### src/rtl/key_decoder_pkg.sv
// key_decoder_pkg: scancodes, direction encoding and control-word layout shared
// by the key decoder and its per-player trackers.
package key_decoder_pkg;

    // PS/2 set-2 scancodes, player 0
    localparam logic [7:0] SC_P0_UP    = 8'h1D;  // W
    localparam logic [7:0] SC_P0_LEFT  = 8'h1C;  // A
    localparam logic [7:0] SC_P0_DOWN  = 8'h1B;  // S
    localparam logic [7:0] SC_P0_RIGHT = 8'h23;  // D
    localparam logic [7:0] SC_P0_FIRE  = 8'h29;  // Space
    localparam logic [7:0] SC_P0_CHG   = 8'h15;  // Q

    // PS/2 set-2 scancodes, player 1
    localparam logic [7:0] SC_P1_UP    = 8'h43;  // I
    localparam logic [7:0] SC_P1_LEFT  = 8'h3B;  // J
    localparam logic [7:0] SC_P1_DOWN  = 8'h42;  // K
    localparam logic [7:0] SC_P1_RIGHT = 8'h4B;  // L
    localparam logic [7:0] SC_P1_FIRE  = 8'h3C;  // U
    localparam logic [7:0] SC_P1_CHG   = 8'h44;  // O

    // Game flow
    localparam logic [7:0] SC_ENTER    = 8'h5A;
    localparam logic [7:0] SC_ESC      = 8'h76;

    typedef enum logic [1:0] {
        UP    = 2'b00,
        LEFT  = 2'b01,
        DOWN  = 2'b10,
        RIGHT = 2'b11
    } dir_t;

    // Control word bit positions
    localparam int unsigned CHG    = 4;
    localparam int unsigned FIRE   = 3;
    localparam int unsigned MOVE   = 2;
    localparam int unsigned DIR_HI = 1;
    localparam int unsigned DIR_LO = 0;

    // Fixed fallback priority up > left > down > right; held[i] matches dir_t value i
    function automatic dir_t pick_dir(input logic [3:0] held);
        if (held[0])      return UP;
        else if (held[1]) return LEFT;
        else if (held[2]) return DOWN;
        else              return RIGHT;
    endfunction

endpackage

### src/rtl/player_key_tracker.sv
// player_key_tracker: held-key state, direction tracking and the frame-latched
// control word for one player.
// Build option: KEYMAP_OPPOSITE_CANCEL_EN suppresses is_move while opposing
// directions are held together.
module player_key_tracker
    import key_decoder_pkg::*;
#(
    parameter logic [7:0] KEY_UP    = SC_P0_UP,
    parameter logic [7:0] KEY_LEFT  = SC_P0_LEFT,
    parameter logic [7:0] KEY_DOWN  = SC_P0_DOWN,
    parameter logic [7:0] KEY_RIGHT = SC_P0_RIGHT,
    parameter logic [7:0] KEY_FIRE  = SC_P0_FIRE,
    parameter logic [7:0] KEY_CHG   = SC_P0_CHG
) (
    input  logic       clk,
    input  logic       rst_n,
    input  logic [7:0] keycode,
    input  logic       press,
    input  logic       key_event,
    input  logic       frame_tick,
    output logic [4:0] ctrl
);

    // held bit layout: [3:0] directions indexed by dir_t, [4] fire, [5] change
    logic [5:0] held_q, held_d;
    logic [5:0] hit;
    dir_t       cur_dir_q, cur_dir_d;
    logic       change_req_q, change_req_d;
    logic       is_move;

    // Decode which of this player's keys the current event addresses
    always_comb begin
        hit    = '0;
        hit[0] = key_event && (keycode == KEY_UP);
        hit[1] = key_event && (keycode == KEY_LEFT);
        hit[2] = key_event && (keycode == KEY_DOWN);
        hit[3] = key_event && (keycode == KEY_RIGHT);
        hit[4] = key_event && (keycode == KEY_FIRE);
        hit[5] = key_event && (keycode == KEY_CHG);
    end

    // Next-state for held keys, direction and the sticky change request
    always_comb begin
        held_d       = held_q;
        cur_dir_d    = cur_dir_q;
        // The frame edge consumes the request; a same-cycle make re-arms it below
        change_req_d = change_req_q && !frame_tick;
        if (press) begin
            held_d = held_q | hit;
            // Repeats (key already held) leave everything untouched
            if (|(hit & ~held_q)) begin
                if (hit[0])      cur_dir_d = UP;
                else if (hit[1]) cur_dir_d = LEFT;
                else if (hit[2]) cur_dir_d = DOWN;
                else if (hit[3]) cur_dir_d = RIGHT;
                if (hit[5]) change_req_d = 1'b1;
            end
        end else begin
            held_d = held_q & ~hit;
            if (hit[cur_dir_q] && |held_d[3:0]) begin
                cur_dir_d = pick_dir(held_d[3:0]);
            end
        end
    end

    // Movement flag from the currently held direction keys
    always_comb begin
`ifdef KEYMAP_OPPOSITE_CANCEL_EN
        is_move = |held_q[3:0] &&
                  !((held_q[0] && held_q[2]) || (held_q[1] && held_q[3]));
`else
        is_move = |held_q[3:0];
`endif
    end

    // State registers; the output word only moves on the frame strobe
    always_ff @(posedge clk or negedge rst_n) begin
        if (!rst_n) begin
            held_q       <= '0;
            cur_dir_q    <= UP;
            change_req_q <= 1'b0;
            ctrl         <= '0;
        end else begin
            held_q       <= held_d;
            cur_dir_q    <= cur_dir_d;
            change_req_q <= change_req_d;
            if (frame_tick) begin
                ctrl[CHG]           <= change_req_q;
                ctrl[FIRE]          <= held_q[4];
                ctrl[MOVE]          <= is_move;
                ctrl[DIR_HI:DIR_LO] <= cur_dir_q;
            end
        end
    end

endmodule

### src/rtl/key_decoder.sv
// key_decoder: turns PS/2 make/break events into per-player control words that
// are re-latched once per video frame, plus start/quit pulses.
// Build option: KEYMAP_OPPOSITE_CANCEL_EN (see player_key_tracker).
module key_decoder
    import key_decoder_pkg::*;
#(
    parameter int SYNC_STAGES = 2
) (
    input  logic       Clk,
    input  logic       Reset_N,
    input  logic       frame_clk,
    input  logic [7:0] keycode,
    input  logic       press,
    input  logic       key_event,
    output logic [4:0] player_0,
    output logic [4:0] player_1,
    output logic [1:0] CONTROL
);

    logic [SYNC_STAGES-1:0] frame_sync;
    logic                   frame_prev;
    logic                   frame_tick;
    logic                   enter_held, esc_held;
    logic                   enter_hit, esc_hit;

    // Synchronize VGA_VS into the Clk domain and remember the last sample
    always_ff @(posedge Clk or negedge Reset_N) begin
        if (!Reset_N) begin
            frame_sync <= '0;
            frame_prev <= 1'b0;
        end else begin
            frame_sync <= {frame_sync[SYNC_STAGES-2:0], frame_clk};
            frame_prev <= frame_sync[SYNC_STAGES-1];
        end
    end

    // Rising-edge strobe of the synchronized frame clock
    always_comb frame_tick = frame_sync[SYNC_STAGES-1] && !frame_prev;

    // Event decode for the game-flow keys
    always_comb begin
        enter_hit = key_event && (keycode == SC_ENTER);
        esc_hit   = key_event && (keycode == SC_ESC);
    end

    // Enter/Esc held tracking and one-cycle start/quit pulses on fresh makes
    always_ff @(posedge Clk or negedge Reset_N) begin
        if (!Reset_N) begin
            enter_held <= 1'b0;
            esc_held   <= 1'b0;
            CONTROL    <= 2'b00;
        end else begin
            CONTROL[0] <= enter_hit && press && !enter_held;
            CONTROL[1] <= esc_hit && press && !esc_held;
            if (enter_hit) enter_held <= press;
            if (esc_hit)   esc_held   <= press;
        end
    end

    player_key_tracker #(
        .KEY_UP    (SC_P0_UP),
        .KEY_LEFT  (SC_P0_LEFT),
        .KEY_DOWN  (SC_P0_DOWN),
        .KEY_RIGHT (SC_P0_RIGHT),
        .KEY_FIRE  (SC_P0_FIRE),
        .KEY_CHG   (SC_P0_CHG)
    ) u_player_0 (
        .clk        (Clk),
        .rst_n      (Reset_N),
        .keycode    (keycode),
        .press      (press),
        .key_event  (key_event),
        .frame_tick (frame_tick),
        .ctrl       (player_0)
    );

    player_key_tracker #(
        .KEY_UP    (SC_P1_UP),
        .KEY_LEFT  (SC_P1_LEFT),
        .KEY_DOWN  (SC_P1_DOWN),
        .KEY_RIGHT (SC_P1_RIGHT),
        .KEY_FIRE  (SC_P1_FIRE),
        .KEY_CHG   (SC_P1_CHG)
    ) u_player_1 (
        .clk        (Clk),
        .rst_n      (Reset_N),
        .keycode    (keycode),
        .press      (press),
        .key_event  (key_event),
        .frame_tick (frame_tick),
        .ctrl       (player_1)
    );

endmodule

### config.mk
export PLATFORM = sky130hd
export DESIGN_NAME = key_decoder
export DESIGN_NICKNAME = d
export VERILOG_FILES = /design/src/rtl/key_decoder_pkg.sv /design/src/rtl/player_key_tracker.sv /design/src/rtl/key_decoder.sv
export SDC_FILE = /design/constraint.sdc
export NUM_CORES = 1
export LEC_CHECK = 0
export BUFFER_PORTS_ARGS = -buffer_cell sky130_fd_sc_hd__buf_2
export CAP_MARGIN = 20
export CORE_MARGIN = 4
export CORE_UTILIZATION = 54
export CTS_BUF_LIST = sky130_fd_sc_hd__clkbuf_8
export CTS_CLUSTER_SIZE = 20
export DETAILED_ROUTE_END_ITERATION = 8
export PLACE_DENSITY_LB_ADDON = 0.08
export SYNTH_ARGS = -nofsm -noshare
export SYNTH_HDL_FRONTEND = slang
export SYNTH_SLANG_ARGS = --single-unit
### constraint.sdc
create_clock -name Clk -period 1.72 [get_ports Clk]
set_clock_uncertainty 0.05 [all_clocks]
set_input_delay 0.344 -clock Clk [delete_from_list [all_inputs] [get_ports Clk]]
set_output_delay 0.344 -clock Clk [all_outputs]
set_load 0.05 [all_outputs]
==> impl_metrics.env <==
export IMPL_yosysSeqAreaShare_pct=42.30
export IMPL_status="finished with violations"
export IMPL_switching_share_pct=30.05
export IMPL_postRouteAntennaNets=0
export IMPL_dpl_worst_slack_ns=-0.5159
export IMPL_power_leakage_nw=1.382
export IMPL_grt_pass1_wl_um=10420
export IMPL_insertion_delay_ns=0.29
export IMPL_min_delay_start="frame_clk"
export IMPL_min_period_ns=1.953
export IMPL_synthTopCellsByCount="dfrtp_1 (35), nand2_1 (31), o21ai_0 (16), mux2_2 (10)"
export IMPL_design_area_mm2=0.003023
export IMPL_hpwlAfterDp_um=4425
export IMPL_place_area_mm2=0.002684
export IMPL_initialDrtViolationCount=252
export IMPL_cp_end_kind="flip-flop"
export IMPL_num_antenna_cells=0
export IMPL_post_route_period_util_pct=113.6
export IMPL_start_util_pct=56.14
export IMPL_drive_above_1_share_pct=47.84
export IMPL_avgSynthCellArea_um2=9.676
export IMPL_cts_clk_slew_worst_paths_ns=0.07
export IMPL_clockBufferDepth=2
export IMPL_vias=2225
export IMPL_max_freq_mhz=511.9
export IMPL_ioPinCount=25
export IMPL_yosysTopAreaCell="dfrtp_1"
export IMPL_grt_total_usage_pct=26.73
export IMPL_drc=0
export IMPL_peakVddDrop_mv=0.4746
export IMPL_clkPwrFrac_pct=34.3
export IMPL_synthFlopType="dfrtp_1"
export IMPL_cp_startpoint="keycode[7]"
export IMPL_synthArstFlopShare_pct=100.0
export IMPL_rsz0062_at_grt="yes"
export IMPL_synth_fp_nets=227
export IMPL_area_growth_pct=45.98
export IMPL_grt_max_degree=22
export IMPL_synth_area_mm2=0.002071
export IMPL_seqCellArea_um2=875.8
export IMPL_worstMarginPinSlew_ns=0.6249
export IMPL_hold_viol=0
export IMPL_max_cap_viol_count=0
export IMPL_hp_class="input pin to flip-flop"
export IMPL_critPathKind="input pin to flip-flop"
export IMPL_slew_headroom_pct=58.34
export IMPL_routed_wl_um=6691
export IMPL_yosysMostFrequentCell="dfrtp_1"
export IMPL_cp_start_kind="input pin"
export IMPL_grt_most_used_layer="met2"
export IMPL_rows=22
export IMPL_synth_area_leaders="dfrtp_1 (42%), nand2_1 (5.6%), mux2_2 (5.4%)"
export IMPL_drv_slew=0
export IMPL_die_h_um=69.93
export IMPL_worstPathRequired_ns=1.84
export IMPL_power_switching_uw=646.4
export IMPL_violations="negative setup slack"
export IMPL_total_power_mw=2.151
export IMPL_coreArea_mm2=0.003689
export IMPL_multiInputGateArea_mm2=0.001261
export IMPL_grt_pass1_vias=2228
export IMPL_fillers=211
export IMPL_die_x_um=69.93
export IMPL_yosys_warnings=0
export IMPL_placement_io_buffers=24
export IMPL_path_max_fanout=5
export IMPL_setup_viol=3
export IMPL_nets=313
export IMPL_place_congestion=0.9232
export IMPL_wire_per_inst_um=19.17
export IMPL_dieArea_mm2=0.004890
export IMPL_numCtsBuffers=5
export IMPL_fin_ws_ns=-0.2334
export IMPL_fin_cells=349
export IMPL_htree_levels=2
export IMPL_clock_sinks=35
export IMPL_dp_cells=336
export IMPL_p_per_area_mw_per_mm2=711.7
export IMPL_vias_per_cell=6.375
export IMPL_met2_usage_pct=41.76
export IMPL_synth_edff_count=0
export IMPL_drt_pass1_iter_count=5
export IMPL_synth_top_area_share_pct=42.30
export IMPL_seq_power_share_pct=42.5
export IMPL_cp_data_arrival_time_ns=2.08
export IMPL_root_buffer="clkbuf_8"
export IMPL_tritoncts="done"
export IMPL_fin_util_pct=81.95
export IMPL_met3_usage_pct=7.338
export IMPL_grtUsageMet1_pct=34.59
export IMPL_synth_seq_cells=35
export IMPL_ys_types=55
export IMPL_grt_antenna_before_repair=0
export IMPL_pwr_share_comb_pct=23.1
export IMPL_intPower_mw=1.505
export IMPL_grt_overflow=0
export IMPL_netlist_instances=214
==> per-layer routing <==
layer  part of all wire (%)  vias up  routed length [um]
li1                       -      979                   -
met1                     40     1048                2659
met2                     46      159                3066
met3                     10       39                 677
met4                    4.3        0                 287
met5                      0        -                   0
==> cells by family after synthesis <==
family	synth area share, %
AND/OR/NAND/NOR	27.01
AO/OA/AOI/OAI	19.34
flip-flops	42.30
buffers and inverters	4.531
multiplexers	6.405
XOR/XNOR	0.4230
==> layout by cell type (no fill, tap or decap), types with 6 or more instances in the layout <==
master	Yosys	routed
buf_4	2	62
dfrtp_1	35	35
nand2_1	31	29
buf_2	3	18
o21ai_0	16	11
mux2_2	10	10
nor3_1	9	8
nand3_1	9	8
nor2_1	7	7
inv_1	6	6
==> final timing paths <==
kind / slack, ns / cells past startpoint / endpoint
min reg2reg: 0.30 / 0 / frame_sync[1]$_DFF_PN0_
max: -0.23 / 9 / u_player_1.cur_dir_q[0]$_DFFE_PN0P_
max in group asynchronous: 0.75 / 3 / u_player_1.ctrl[2]$_DFFE_PN0P_
min in group asynchronous: 0.44 / 2 / frame_sync[0]$_DFF_PN0_
min: 0.10 / 1 / frame_sync[0]$_DFF_PN0_
max reg2reg: -0.22 / 6 / u_player_1.cur_dir_q[0]$_DFFE_PN0P_
==> critical path: stages <==
cell       delay (ns)
buf_8            0.10
buf_4            0.13
nand4bb_2        0.32
buf_4            0.22
nor4_2           0.21
a21oi_1          0.18
nand2_1          0.14
a221oi_2         0.07
a311o_1          0.35
==> what timing repair did <==
action,4_1_cts,5_1_grt
buffers inserted,4,0
gates resized for setup,25,21
endpoints found under the hold margin,14,0
pin swaps,16,15
setup endpoints to repair,5,5
hold buffers,1,0
cloned,0,0
==> area by class of cell <==
cell class / count / area share [%]
multi-input cells: 161 / 41.72
flip-flops and latches: 35 / 28.97
repair buffers: 91 / 22.85
clock buffers: 5 / 2.276
well taps: 48 / 1.987
clock inverters: 3 / 1.449
inverters: 6 / 0.7450
==> through the flow <==
stage                     setup TNS [ns]  hold WS [ns]
after floorplan                   -1.356     -0.001591
after global placement            -2.885        0.2132
after detailed placement          -3.712        0.2180
after CTS                        -0.3240        0.1008
after global routing             -0.5469       0.09755
final                            -0.5279        0.1031
==> power groups by stage <==
stage	Combinational, mW	Sequential [mW]	Clock [mW]
2_1_floorplan	0.174	0.998	0
3_5_place_dp	0.434	0.928	0
3_3_place_gp	0.419	0.923	0
5_1_grt	0.526	0.920	0.798
6_report	0.497	0.915	0.739
4_1_cts	0.465	0.912	0.745
Power figures use the tool's default switching activity.
